[src/rtl/pc_sequencer.sv]
// Program-counter / fetch controller for the 8-bit ISA: picks the next ROM address from opcode, format and ALU flags.
// Optional retired-instruction counter is built only when PC_SEQ_RETIRE_CNT_EN is defined.
module pc_sequencer #(
    parameter int unsigned PC_W     = 16,
    parameter int unsigned START_PC = 0,
    parameter int unsigned MAX_PC   = 30
) (
    input  logic            clk,
    input  logic            reset,
    input  logic            start,
    input  logic            stall,
    input  logic [3:0]      opcode,
    input  logic [1:0]      format,
    input  logic [PC_W-1:0] jmp_loc,
    input  logic            alu_eq,
    input  logic            alu_lt,
    output logic [PC_W-1:0] pc,
    output logic            fetch_valid,
    output logic            halted,
    output logic            oob_err,
    output logic [31:0]     retired_cnt
);

    localparam int unsigned CNT_W = 32;

    localparam logic [PC_W-1:0] START_ADDR = PC_W'(START_PC);
    localparam logic [PC_W-1:0] MAX_ADDR   = PC_W'(MAX_PC);

    localparam logic [3:0] OP_JMP  = 4'b0010;
    localparam logic [3:0] OP_BNE  = 4'b1010;
    localparam logic [3:0] OP_BEQ  = 4'b1011;
    localparam logic [3:0] OP_BLT  = 4'b1100;
    localparam logic [3:0] OP_HALT = 4'b1110;

    localparam logic [1:0] FMT_C = 2'b00;
    localparam logic [1:0] FMT_M = 2'b10;

    typedef enum logic [1:0] {
        ST_IDLE   = 2'b00,
        ST_RUN    = 2'b01,
        ST_HALTED = 2'b10
    } state_t;

    state_t          r_state;
    state_t          w_state_nxt;
    logic [PC_W-1:0] r_pc;
    logic [PC_W-1:0] w_pc_nxt;
    logic            r_halted;
    logic            w_halted_nxt;
    logic            r_oob;
    logic            w_oob_nxt;

    logic            w_take_branch;
    logic            w_target_oob;
    logic            w_seq_oob;
    logic            w_retire;

    // Branch resolution; jmp_loc is only meaningful for C-format JMP and M-format branches
    always_comb begin
        w_take_branch = 1'b0;
        case (opcode)
            OP_JMP:  w_take_branch = (format == FMT_C);
            OP_BEQ:  w_take_branch = (format == FMT_M) && alu_eq;
            OP_BNE:  w_take_branch = (format == FMT_M) && !alu_eq;
            OP_BLT:  w_take_branch = (format == FMT_M) && alu_lt;
            default: w_take_branch = 1'b0;
        endcase
    end

    assign w_target_oob = (jmp_loc > MAX_ADDR);
    assign w_seq_oob    = (r_pc >= MAX_ADDR);
    assign w_retire     = (r_state == ST_RUN) && !stall && !reset;

    // Next-state and next-PC selection
    always_comb begin
        w_state_nxt  = r_state;
        w_pc_nxt     = r_pc;
        w_halted_nxt = r_halted;
        w_oob_nxt    = r_oob;

        case (r_state)
            ST_IDLE: begin
                w_pc_nxt = START_ADDR;
                if (start) begin
                    w_state_nxt = ST_RUN;
                    w_oob_nxt   = 1'b0;
                end
            end

            ST_RUN: begin
                if (!stall) begin
                    if (opcode == OP_HALT) begin
                        w_state_nxt  = ST_HALTED;
                        w_halted_nxt = 1'b1;
                    end else if (w_take_branch) begin
                        if (w_target_oob) begin
                            w_state_nxt  = ST_HALTED;
                            w_halted_nxt = 1'b1;
                            w_oob_nxt    = 1'b1;
                        end else begin
                            w_pc_nxt = jmp_loc;
                        end
                    end else if (w_seq_oob) begin
                        // Falling off the end of the program: freeze at the last legal address
                        w_state_nxt  = ST_HALTED;
                        w_halted_nxt = 1'b1;
                        w_oob_nxt    = 1'b1;
                    end else begin
                        w_pc_nxt = r_pc + PC_W'(1);
                    end
                end
            end

            ST_HALTED: begin
                if (start) begin
                    w_state_nxt  = ST_RUN;
                    w_pc_nxt     = START_ADDR;
                    w_halted_nxt = 1'b0;
                    w_oob_nxt    = 1'b0;
                end
            end

            default: begin
                w_state_nxt  = ST_IDLE;
                w_pc_nxt     = START_ADDR;
                w_halted_nxt = 1'b0;
                w_oob_nxt    = 1'b0;
            end
        endcase
    end

    // State register
    always_ff @(posedge clk) begin
        if (reset) begin
            r_state  <= ST_IDLE;
            r_pc     <= START_ADDR;
            r_halted <= 1'b0;
            r_oob    <= 1'b0;
        end else begin
            r_state  <= w_state_nxt;
            r_pc     <= w_pc_nxt;
            r_halted <= w_halted_nxt;
            r_oob    <= w_oob_nxt;
        end
    end

    assign pc          = r_pc;
    assign fetch_valid = w_retire;
    assign halted      = r_halted;
    assign oob_err     = r_oob;

`ifdef PC_SEQ_RETIRE_CNT_EN
    logic [CNT_W-1:0] r_retired_cnt;
    logic             w_cnt_clr;

    assign w_cnt_clr = start && (r_state != ST_RUN);

    // Saturating count of retired instructions since the last start
    always_ff @(posedge clk) begin
        if (reset || w_cnt_clr) begin
            r_retired_cnt <= '0;
        end else if (w_retire && (r_retired_cnt != {CNT_W{1'b1}})) begin
            r_retired_cnt <= r_retired_cnt + CNT_W'(1);
        end
    end

    assign retired_cnt = r_retired_cnt;
`else
    assign retired_cnt = '0;
`endif

endmodule

[config.mk]
export PLATFORM = sky130hd
export DESIGN_NAME = pc_sequencer
export DESIGN_NICKNAME = d
export VERILOG_FILES = /design/src/rtl/pc_sequencer.sv
export SDC_FILE = /design/constraint.sdc
export NUM_CORES = 1
export LEC_CHECK = 0
export ABC_AREA = 1
export CAP_MARGIN = 40
export CELL_PAD_IN_SITES_DETAIL_PLACEMENT = 1
export CELL_PAD_IN_SITES_GLOBAL_PLACEMENT = 1
export CORE_AREA = 5 5 81 83
export DETAILED_ROUTE_END_ITERATION = 10
export DIE_AREA = 0 0 86 88
export GPL_TIMING_DRIVEN = 1
export HOLD_SLACK_MARGIN = 0.06
export PLACE_DENSITY = 0.82
export SETUP_SLACK_MARGIN = 0.05
export SLEW_MARGIN = 20
export SYNTH_ARGS = -nofsm -noshare
export SYNTH_HDL_FRONTEND = slang
export SYNTH_SLANG_ARGS = --single-unit
[constraint.sdc]
create_clock -name clk -period 2.4 [get_ports clk]
set_clock_uncertainty 0.05 [all_clocks]
set_input_delay 0.72 -clock clk [delete_from_list [all_inputs] [get_ports clk]]
set_output_delay 0.72 -clock clk [all_outputs]
set_load 0.02 [all_outputs]
==> results.toml, run 1 <==
[global_routing]
track_usage_pct = 10.88
grt_max_degree = 15
grt_pass1_vias = 1520
grt_pass1_wl_um = 6679
antenna_found_initial = 0
grt_remaining_overflow = 0

[power_and_ir_drop]
peakVddDrop_uv = 233.7
power_density_nw_per_um2 = 466.2
total_power_mw = 0.9625
p_leak_nw = 0.9091

[critical_path]
cp_max_fo = 2
path_class = "input port to output pin"
crit_path_cell_trace = "clkdlybuf4s50_1, nor3_1, buf_2"
start_kind = "input port"
cp.required_ns = 1.63
worst_setup_path_end_kind = "output pin"
crit_slowest_cell = "clkdlybuf4s50_1"
max_stage_delay_ns = 0.43
cp.arrival_ns = 1.53

[floorplanning]
die_width_um = 86
core_area_um2 = 5781
row_count = 28
io_pins = 79
die_h_um = 88
dieArea_um2 = 7568
start_util_pct = 25.11

[cells_and_area]
n_fill_cell = 745
drive_gt1_share_pct = 16.61
syn2layout_area_growth_pct = 42.24
diodes = 0
mostFrequentLayoutCells = "clkdlybuf4s50_1, nand2_1, conb_1"
nNetsFinal = 302
design_area_um2 = 2064
final_common_cell = "clkdlybuf4s50_1"

[clock_network]
clock_latency_ns = 0.26
htreeDepth = 1
postCtsSetupRepairBufs = 0
cts_root_buffer = "clkbuf_8"
clk_pin_slew_worst_paths_ns = 0.08
cts_buffers = 3
cts_tree = "done"
cts_buffer_depth = 2
cts.sinks = 20

[logic_synthesis]
syn_inst = 208
ys.warnings.count = 0
yosysSeqAreaShare_pct = 27.59
postSynthAreaPerCell_um2 = 6.978
synth.area.top_cells = "dfxtp_1, buf_4, nand2_1"
synth_top_area_share_pct = 27.59
synth_largest_area_cell = "dfxtp_1"
yosysUniqueCellTypes = 26
ys_ff_latch = 20
syn-cell-area_um2 = 1451

[route]
dr.pass1.iters = 4
drtIter0Drc = 41
antenna_left = 0
via_per_inst = 4.153
drcViolationCount = 0
routedWlPerCell_um = 11.90
route.vias.total = 1437
wirelength_um = 4116

[sta]
drv_slew = 0
post-route-period-util_pct = 95.99
finalSetupViolCount = 0
hold_viol = 0
period_minus_slack_ns = 2.304
timing.final.ws_setup_ns = 0.09632
tns_ns = 0
fmax_ghz = 0.4341
rsz0062_at_grt = "no"
hold_ws_ns = 0.4175

[placement]
gp_congestion = 0.8049
dpl_cell_area_um2 = 1987
pre_cts_ws_ns = -0.4260
dp_hpwl_um = 3349
io_buffers = 46

[worst_hold_path]
hp-class = "register to register"

[status]
status = "finished, final reports clean"

[run]
cap_violations = 0
synthesized netlist by cell type:
master     n
or2_1      1
conb_1     1
buf_4     32
nor2_8     1
nor3_4     1
o22ai_1    1
nand3b_1   1
o21bai_4   1
xnor2_1    2
nor3_2     9
nand4_1    2
inv_1     28
o21ai_0    7
ha_1       2
nand2_4    4
inv_2      2
nor3_1     3
nor2_2     1
a21oi_1    7
nand2_1   36
nor2_1    30
buf_6      1
nand3_1   13
nand3_2    1
clkbuf_1   1
dfxtp_1   20
per-stage QoR:
stage | utilization, % | std cells
after floorplan | - | 239
final | 35.71 | 346
after global placement | 34.37 | 342
after CTS | 35.50 | 346
after detailed placement | 34.37 | 342
after global routing | 35.71 | 346
what timing repair did:
action | in CTS | in global routing
hold endpoints to repair | 0 | 0
hold buffers | 0 | 0
endpoints found under the setup margin | 1 | 5
pin swaps | 0 | 1
cloned | 0 | 0
resized for setup | 6 | 4
critical path: cells and delay by family:
family | cells | cell delay [ns]
and+or+nand+nor | 1 | 0.19
buffers and inverters | 2 | 0.62
power breakdown:
part	leakage [nW]	switching [mW]	internal, mW
Clock	0.0357	0.118	0.223
Combinational	0.711	0.157	0.109
Sequential	0.162	0.0135	0.342
metal layers:
layer / GRT usage [%] / wire, um
met5: 0 / 0
met4: 3.022 / 47
met3: 1.881 / 250
met2: 20.67 / 2069
met1: 12.42 / 1748
flip-flops by register name, summed over array words and instances, names as in the netlist:
| signal | count |
|---|---|
| pc | 16 |
| halted | 1 |
| r_state | 2 |
| oob_err | 1 |
path summary, 6_finish.rpt:
path	from	end	slack (ns)	depth (start not counted)
max	stall	fetch_valid	0.1	3
min	halted	halted	0.42	2
max reg2reg	pc[0]	pc[0]	0.60	11
min reg2reg	halted	halted	0.42	2
cells by family (layout without fill, tap and decap cells):
| group | count (synthesis) | count (layout) | synth area share, % |
|---|---|---|---|
| flip-flops | 20 | 20 | 27.59 |
| other | 1 | 32 | 0.2584 |
| AND/OR/NAND/NOR | 103 | 103 | 37.33 |
| XOR/XNOR | 2 | 2 | 1.207 |
| adder cells (fa/ha/maj) | 2 | 2 | 1.724 |
| AO/OA/AOI/OAI | 16 | 16 | 6.552 |
| buffers and inverters | 64 | 96 | 25.34 |
area by class of cell:
class                           instances  area [um^2]  share of cell area, %
Multi-Input combinational cell        155        812.0                  39.33
Sequential cell                        20        400.4                  19.39
Inverter                               30        112.6                  5.455
Clock inverter                          1        30.03                  1.455
Tap cell                               75        93.84                  4.545
Clock buffer                            3        41.29                  2.000
Timing Repair Buffer                   62        574.3                  27.82
No activity file was read; power rests on OpenSTA's default activity.
==> run 2, diff against run 1 <==
--- a/config.mk
+++ b/config.mk
@@ -7,14 +7,13 @@
 export LEC_CHECK = 0
 export ABC_AREA = 1
 export CAP_MARGIN = 40
-export CELL_PAD_IN_SITES_DETAIL_PLACEMENT = 1
-export CELL_PAD_IN_SITES_GLOBAL_PLACEMENT = 1
-export CORE_AREA = 5 5 81 83
+export CORE_AREA = 5 5 68 70
 export DETAILED_ROUTE_END_ITERATION = 10
-export DIE_AREA = 0 0 86 88
+export DIE_AREA = 0 0 73 75
 export GPL_TIMING_DRIVEN = 1
 export HOLD_SLACK_MARGIN = 0.06
-export PLACE_DENSITY = 0.82
+export MAX_ROUTING_LAYER = met4
+export PLACE_DENSITY = 0.8
 export SETUP_SLACK_MARGIN = 0.05
 export SLEW_MARGIN = 20
 export SYNTH_ARGS = -nofsm -noshare
==> run 2 against run 1 <==
Design area fell by 4.4%. Total power fell by 11%. Clock-buffer cell count grew 1. Utilization grew 15 points. Sequential power hardly changed. Flip-flop and latch count unchanged. Non-clock buffer count is 4 lower. Wire length is 21% lower. Sequential share of layout area up 0.88 points. Combinational power is 7% lower. Critical path type unchanged.
==> results.toml, run 2 (synthesis gave the netlist of run 1 again) <==
[critical_path]
cp_top_family = "buffers and inverters"
crit_slowest_cell = "clkdlybuf4s50_1"
cp.arrival_ns = 1.51
cp.required_ns = 1.63
r2r-start = "pc[0]"
cp_num_buf_inv = 2
start_kind = "input port"
reg2reg_to = "pc[0]"
cp_max_fo = 2
path_class = "input port to output pin"
r2r_slack_ns = 0.64
worst_setup_path_end_kind = "output pin"
crit_path_cell_trace = "clkdlybuf4s50_1, nor3_1, buf_2"
max_stage_delay_ns = 0.43
r2r_cells = 11

[route]
routedWlPerCell_um = 10.25
drtIter0Drc = 39
dr.pass1.iters = 4
wirelength_um = 3250
drcViolationCount = 0
via_per_inst = 4.246
route.vias.total = 1346
antenna_left = 0

[clock_network]
cts_hold_buf = 0
cts_buffers = 3
htreeDepth = 1
cts_buffer_depth = 2
cts.sinks = 20
clk_pin_slew_worst_paths_ns = 0.07
cts_tree = "done"
cts_root_buffer = "clkbuf_8"
clock_latency_ns = 0.26
postCtsSetupRepairBufs = 0

[sta]
drv_slew = 0
period_minus_slack_ns = 2.284
rsz0062_at_grt = "no"
tns_ns = 0
finalSetupViolCount = 0
post-route-period-util_pct = 95.17
hold_viol = 0
fmax_ghz = 0.4378

[global_routing]
grt_max_degree = 15
track_usage_pct = 12.16
antenna_found_initial = 0
grt_pass1_vias = 1215
grt_remaining_overflow = 0
grt_pass1_wl_um = 5209

[cells_and_area]
utilization_pct = 50.45
syn2layout_area_growth_pct = 36.03
final_common_cell = "clkdlybuf4s50_1"
nNetsFinal = 298
mostFrequentLayoutCells = "clkdlybuf4s50_1, nand2_1, conb_1"
largest_reg_flops = 16
n_fill_cell = 400
diodes = 0
drive_gt1_share_pct = 13.86

[floorplanning]
io_pins = 79
dieArea_um2 = 5475
start_util_pct = 37.08
die_h_um = 75
core_area_um2 = 3914
die_width_um = 73
row_count = 23

[worst_hold_path]
hold_end = "halted"
hp-class = "register to register"
whs_path_depth = 2
hold_path_startpoint = "halted"

[placement]
gp_congestion = 0.7903
io_buffers = 46
dp_hpwl_um = 2742

[power_and_ir_drop]
p_leak_nw = 0.8834
power_density_nw_per_um2 = 434.2
peakVddDrop_uv = 366.3

[status]
status = "finished, final reports clean"

[run]
cap_violations = 0
## run 2: changes by cell type in the layout (fill, tap and decap cells not counted), sizes merged
cell,delta
bufinv,-1
buf,-4
clkbuf,+1
## run 2: area by class of cell
| type | count | area [um^2] | share of cell area (%) |
|---|---|---|---|
| Multi-Input combinational cell | 155 | 799.5 | 40.49 |
| Sequential cell | 20 | 400.4 | 20.28 |
| Tap cell | 50 | 62.56 | 3.169 |
| Inverter | 30 | 112.6 | 5.703 |
| Clock buffer | 4 | 55.05 | 2.788 |
| Timing Repair Buffer | 58 | 544.3 | 27.57 |
## run 2: tightest hold or removal path, cell delays in order, from the launching register on
cell,delay [ns]
dfxtp_1,0.31
inv_1,0.05
a21oi_1,0.06
## run 2: metrics by stage
stage	cells	power [mW]	setup WS (ns)	hold WS, ns	area [um^2]
after CTS	317	0.8620	0.09426	0.4080	1974
after detailed placement	313	0.6090	-0.4115	0.3960	1926
after floorplan	239	0.5494	0.1627	0.4584	1568
after global routing	317	0.9082	0.05677	0.4260	1974
after global placement	313	0.6050	-0.3896	0.3943	1926
final	317	0.8572	0.1159	0.4067	1974
## run 2: worst max path at each step
stage               startpoint     endpoint  slack, ns  depth (start not counted)
finish                   stall  fetch_valid       0.12                          3
global route         opcode[0]        pc[0]       0.06                         13
CTS                      stall  fetch_valid       0.09                          3
detailed placement       reset  fetch_valid      -0.41                          3
global placement         reset  fetch_valid      -0.39                          3
floorplan                reset  fetch_valid       0.16                          2
## run 2: what timing repair did
item                                    CTS  global route
endpoints found under the setup margin    1             0
gates resized for setup                   6             0
endpoints found under the hold margin     0             0
## run 2: routing by layer
layer | vias up | global-route usage [%] | part of all wire (%)
li1 | 702 | - | -
met1 | 586 | 15.05 | 43
met2 | 54 | 20.16 | 48
met3 | 4 | 2.403 | 8.2
met4 | 0 | 3.279 | 0.71
met5 | - | - | 0
## run 2: power breakdown
part           internal, mW  total, mW  leakage, nW  switching, mW
combinational         0.100      0.247        0.693          0.147
clock                 0.146      0.255       0.0288          0.109
sequential            0.342      0.355        0.162         0.0130
total                 0.588      0.857        0.883          0.269
